`config.mk`:
```
export PLATFORM = sky130hd
export DESIGN_NAME = cafe_order_arbiter
export DESIGN_NICKNAME = d
export VERILOG_FILES = /design/src/rtl/cafe_pkg.sv /design/src/rtl/cafe_order_arbiter_rr_picker.sv /design/src/rtl/cafe_order_arbiter.sv
export SDC_FILE = /design/constraint.sdc
export NUM_CORES = 1
export LEC_CHECK = 0
export BUFFER_PORTS_ARGS = -buffer_cell sky130_fd_sc_hd__buf_2
export CAP_MARGIN = 0
export CORE_MARGIN = 2
export CORE_UTILIZATION = 59
export DETAILED_ROUTE_END_ITERATION = 10
export GPL_TIMING_DRIVEN = 0
export PLACE_DENSITY = 0.84
export SLEW_MARGIN = 0
export SYNTH_ARGS = -nofsm -noshare
export SYNTH_HDL_FRONTEND = slang
export SYNTH_SLANG_ARGS = --single-unit
```
`constraint.sdc`:
```
create_clock -name clk -period 6.8 [get_ports clk]
set_clock_uncertainty 0.05 [all_clocks]
set_input_delay 1.02 -clock clk [delete_from_list [all_inputs] [get_ports clk]]
set_output_delay 1.02 -clock clk [all_outputs]
set_load 0.02 [all_outputs]
```
`src/rtl/cafe_pkg.sv`:
```
// Shared codes for the cafe order arbiter: brewing-machine state codes and
// the arbiter FSM state encoding.
package cafe_pkg;

  typedef enum logic [3:0] {
    MS_IDLE              = 4'd1,
    MS_STEP_2            = 4'd2,
    MS_STEP_3            = 4'd3,
    MS_STEP_4            = 4'd4,
    MS_STEP_5            = 4'd5,
    MS_STEP_6            = 4'd6,
    MS_STEP_7            = 4'd7,
    MS_STEP_8            = 4'd8,
    MS_REALIZAR_EXTRACAO = 4'd9
  } mach_code_e;

  typedef enum logic [2:0] {
    A_IDLE  = 3'd0,
    A_START = 3'd1,
    A_WAIT  = 3'd2,
    A_DONE  = 3'd3,
    A_FAULT = 3'd4
  } arb_state_e;

endpackage

```
`src/rtl/cafe_order_arbiter_rr_picker.sv`:
```
// Combinational round-robin search: first pending bit at or above ptr,
// wrapping around, returned one-hot.
module rr_picker #(
  parameter int N_REQ = 4,
  parameter int PW    = 2
) (
  input  logic [N_REQ-1:0] pending,
  input  logic [PW-1:0]    ptr,
  output logic [N_REQ-1:0] winner,
  output logic             any
);

  logic          found;
  logic [PW-1:0] idx;

  always_comb begin
    winner = '0;
    found  = 1'b0;
    idx    = '0;
    for (int k = 0; k < N_REQ; k++) begin
      idx = PW'((int'(ptr) + k) % N_REQ);
      if (!found && pending[idx]) begin
        winner[idx] = 1'b1;
        found       = 1'b1;
      end
    end
  end

  assign any = |pending;

endmodule

```
`src/rtl/cafe_order_arbiter.sv`:
```
// Order arbiter for a shared brewing machine: round-robin service of N_REQ
// requesters, per-phase timeout and a sticky fault cleared by clear_fault.
//
// state   | meaning
// A_IDLE  | waiting for a pending order and an idle machine
// A_START | start asserted, waiting for the machine to leave IDLE
// A_WAIT  | brewing, waiting for REALIZAR_EXTRACAO
// A_DONE  | one-cycle done pulse to the served requester
// A_FAULT | phase timed out, held until clear_fault
module cafe_order_arbiter
  import cafe_pkg::*;
#(
  parameter int N_REQ   = 4,
  parameter int TIMEOUT = 31
) (
  input  logic             clk,
  input  logic             rst_n,
  input  logic [N_REQ-1:0] req,
  input  logic [3:0]       mach_state,
  input  logic             clear_fault,
  output logic             start,
  output logic [N_REQ-1:0] grant,
  output logic [N_REQ-1:0] done,
  output logic             busy,
  output logic             fault,
  output logic [2:0]       arb_state
);

  localparam int PW = (N_REQ > 1) ? $clog2(N_REQ) : 1;
  localparam int CW = $clog2(TIMEOUT + 1);

  arb_state_e       state;
  logic [N_REQ-1:0] pending;
  logic [N_REQ-1:0] winner;
  logic             any;
  logic             take;
  logic [PW-1:0]    ptr;
  logic [PW-1:0]    win_idx;
  logic [PW-1:0]    ptr_next;
  logic [CW-1:0]    cnt;
  logic [CW-1:0]    cnt_inc;

  rr_picker #(
    .N_REQ (N_REQ),
    .PW    (PW)
  ) u_picker (
    .pending (pending),
    .ptr     (ptr),
    .winner  (winner),
    .any     (any)
  );

  assign take = (state == A_IDLE) && any && (mach_state == MS_IDLE);

  always_comb begin
    win_idx = '0;
    for (int i = 0; i < N_REQ; i++) begin
      if (winner[i]) win_idx = PW'(i);
    end
  end

  assign ptr_next = (win_idx == PW'(N_REQ - 1)) ? '0 : win_idx + PW'(1);
  assign cnt_inc  = cnt + CW'(1);

  assign start     = (state == A_START);
  assign busy      = (state != A_IDLE);
  assign arb_state = state;

  always_ff @(posedge clk or negedge rst_n) begin
    if (!rst_n) begin
      state   <= A_IDLE;
      pending <= '0;
      ptr     <= '0;
      cnt     <= '0;
      grant   <= '0;
      done    <= '0;
      fault   <= 1'b0;
    end else begin
      // A new request wins over the clear of the order just granted.
      pending <= (pending & ~(take ? winner : '0)) | req;
      done    <= '0;
      case (state)
        A_IDLE: begin
          if (take) begin
            state <= A_START;
            grant <= winner;
            ptr   <= ptr_next;
            cnt   <= '0;
          end
        end
        A_START: begin
          if (mach_state != MS_IDLE) begin
            state <= A_WAIT;
            cnt   <= '0;
          end else begin
            cnt <= cnt_inc;
            if (cnt_inc == CW'(TIMEOUT)) begin
              state <= A_FAULT;
              grant <= '0;
              fault <= 1'b1;
            end
          end
        end
        A_WAIT: begin
          if (mach_state == MS_REALIZAR_EXTRACAO) begin
            state <= A_DONE;
            done  <= grant;
          end else begin
            cnt <= cnt_inc;
            if (cnt_inc == CW'(TIMEOUT)) begin
              state <= A_FAULT;
              grant <= '0;
              fault <= 1'b1;
            end
          end
        end
        A_DONE: begin
          state <= A_IDLE;
          grant <= '0;
        end
        A_FAULT: begin
          if (clear_fault) begin
            state <= A_IDLE;
            fault <= 1'b0;
          end
        end
        default: state <= A_IDLE;
      endcase
    end
  end

endmodule

```
==> run summary <==
Ranking of synthesized cells by area: dfrtp_1 42%, nand2_1 7.6%, ha_1 7.2%
Die Ht: 52.5 um
Worst relative slew slack: 46.3%
CTS tree: done
Sequential share of the synthesized area: 41.5%
Starting Density: 62.7%
Clk sink count: 23
Most instantiated cells after synthesis: 28 x nand2_1, 23 x dfrtp_1, 12 x o21ai_0
Multiplexer share of the synthesized area: 7.04%
Req. time, crit path: 6.98 ns
Post-Synth Adder-Cell Area: 7.22%
Fin util: 71.0%
Hold WS: 0.463 ns
Async set-reset flop share out of synthesis: 100%
Initial DRC count: 20
Ports: 25
Final Max Slew Viols: 0
Critical Path Start: ptr[0]$_DFFE_PN0P_
Max-Cap Viols: 0
CTS buffer count: 3
GRT Residual Overflow: 0
Pint: 0.276 mW
Area added between synthesis and finish: 13.4%
Fin nets: 190
Status: complete, no violations
Vias in the first global route: 1184
Logic gate share of total power: 47.2%
H-tree Lvls: 1
Worst EP arrival: 3.03 ns
# DRC: 0
Post-synth top flop: dfrtp_1
VDD IR max: 0.227 mV
Crit Path Class: reg -> reg
RSZ-0062 raised after global routing: no
Hold Path Origin: grant[0]$_DFFE_PN0P_
Top delay family on crit path: multiplexers
Post-synth net total: 161
Fraction of synthesized cell area in xor and xnor cells: 0.632%
CTS max path bufs: 2
Clock power frac: 13.6%
Worst-path clk slew: 0.13 ns
Pleak: 0.731 nW
Core box area: 2210 um2
Final instance area: 1570 um2
Final hold vios: 0
Combinational family with the most area after synthesis: simple AND/OR/NAND/NOR gates
Worst Setup Start Kind: register
Die W: 52.5 um
Cts hold-fix bufs: 0
Top-area cell type share of the netlist area: 41.5%
Synth warn: 0
Antenna violations before repair: 0
First drt pass iteration count: 4
Crit path time final: 2.85 ns
Post-cts resize count: 0
Die Area: 2750 um2
Postcts setup bufs: 0
Buffers on Ports: 24
Sw Ratio: 43.5%
Post-route clock period utilization: 41.9%
Slew @ Worst Pin: 0.794 ns
Cell Chain, Critical Path: buf_6, inv_1, ha_1, mux4_1, nor3b_1, a221o_2, nand2_1, a21o_1
Total GRT Usage: 24.6%
Vias: 1196
Critical path's largest stage delay: 0.71 ns
Cell taking the most area after synthesis: dfrtp_1
Detailed placer's ending HPWL: 2250 um
Total power draw: 0.489 mW
CP max-delay cell: mux4_1
Critical R2R Launch: ptr[0]$_DFFE_PN0P_
Reg power frac: 39.2%
Synth Cell Area: 1390 um2
Most frequent cell after synthesis: nand2_1
DRT antenna net count: 0
Fill cells: 167
Routed WL: 2940 um
Synth Area in Simple Gates: 23.9%
Final Setup Violations: 0
HP Class: reg -> reg
Syn Area/Cell: 9.76 um2
Number of buffers and inverters on the critical path: 2
Fmax achieved: 351 MHz
Vias per Instance: 6.04
Largest net degree at the start of global routing: 24
RD Place Congestion: 0.830
Post-synthesis register bit count: 23
Synth Area in Compound Gates: 17.2%
Switching pwr: 0.213 mW
Antenna Cells: 0
WL/cell: 14.8 um
First-pass GRT wire length: 5010 um
Final setup TNS: 0 ns
Instance area at placement: 1540 um2
Clk Latency, worst-skew pair: 0.32 ns
Cell count after synthesis: 142
Crit path capture type: register
Fraction of final layout cells sized beyond drive strength 1: 21.8%
CTS root buf: clkbuf_4
Power density over the cells: 311 nW/um2
Number of flops mapped to enable cells by yosys: 0
Maximum fanout along the worst path: 7
Unique cell type count in the Yosys netlist: 36
Rows: 17
[cells in the final DEF, fill, tap and decap left out, types with 2 or more instances in the layout]
cell      count
mux4_2        2
a21oi_1       5
a21o_1        5
mux4_1        2
dfrtp_1      23
o21ai_0      12
clkbuf_4      3
inv_1         4
nand3_1       3
nor3_1        2
a221o_2       3
o22ai_1       2
buf_2        24
nand2b_1      2
nand3b_1      3
o31ai_1       3
nor2b_1       4
nor2_1        8
and2_1        5
ha_1          8
nand2_1      28
clkbuf_1      2
[power by group through the flow]
stage,sequential (mW),combinational [mW],clock [mW]
after CTS,0.192,0.230,0.0665
after global routing,0.197,0.257,0.0722
after detailed placement,0.195,0.228,0
after floorplan,0.197,0.161,0
final,0.192,0.231,0.0664
after global placement,0.191,0.215,0
[worst min-delay path: cells and delay by family (launching register included)]
family	cells	cell delay, ns
flip-flops	1	0.38
AND/OR/NAND/NOR	2	0.12
[final cells by class]
cell class	instances	area, um2	area share (%)
Sequential cell	23	576	36.6
Inverter	4	15.0	0.955
Timing Repair Buffer	24	120	7.64
Clock buffer	3	22.5	1.43
Multi-Input combinational cell	112	777	49.4
Clock inverter	1	7.51	0.478
Tap cell	28	35.0	2.23
Buffer	3	18.8	1.19
[flip-flops by register name, summed over array words and instances, names as in the netlist]
name       count
ptr            2
cnt            5
grant          4
fault          1
arb_state      3
pending        4
done           4
[cell families (layout without fill, tap and decap cells)]
group,after synthesis,count (layout)
buf+inv,7,35
flops,23,23
xor+xnor,1,1
mux,4,4
compound gates,36,36
simple gates,63,63
fa+ha+maj,8,8
[worst paths after layout]
path,end,slack (ns),cells after the start
max in group asynchronous,ptr[0]$_DFFE_PN0P_,5.77,1
worst min register to register,grant[0]$_DFFE_PN0P_,0.46,2
worst max-delay path,pending[2]$_DFF_PN0_,3.95,8
min in group asynchronous,cnt[0]$_DFFE_PN0P_,0.59,1
worst max register to register,pending[2]$_DFF_PN0_,3.95,8
worst min-delay path,grant[0]$_DFFE_PN0P_,0.46,2
[metal layers]
layer	vias up	track usage (%)	part of all wire [%]
li1	572	-	-
met1	583	29.5	41
met2	32	42.7	54
met3	9	2.29	2.8
met4	0	14.1	2.2
met5	-	0	0
[stage by stage]
step	setup WS (ns)	std cells
global placement	3.81	194
global route	3.83	198
finish	3.95	198
CTS	3.99	198
detailed placement	3.76	194
floorplan	4.24	142
No activity file was read; power rests on OpenSTA's default activity.
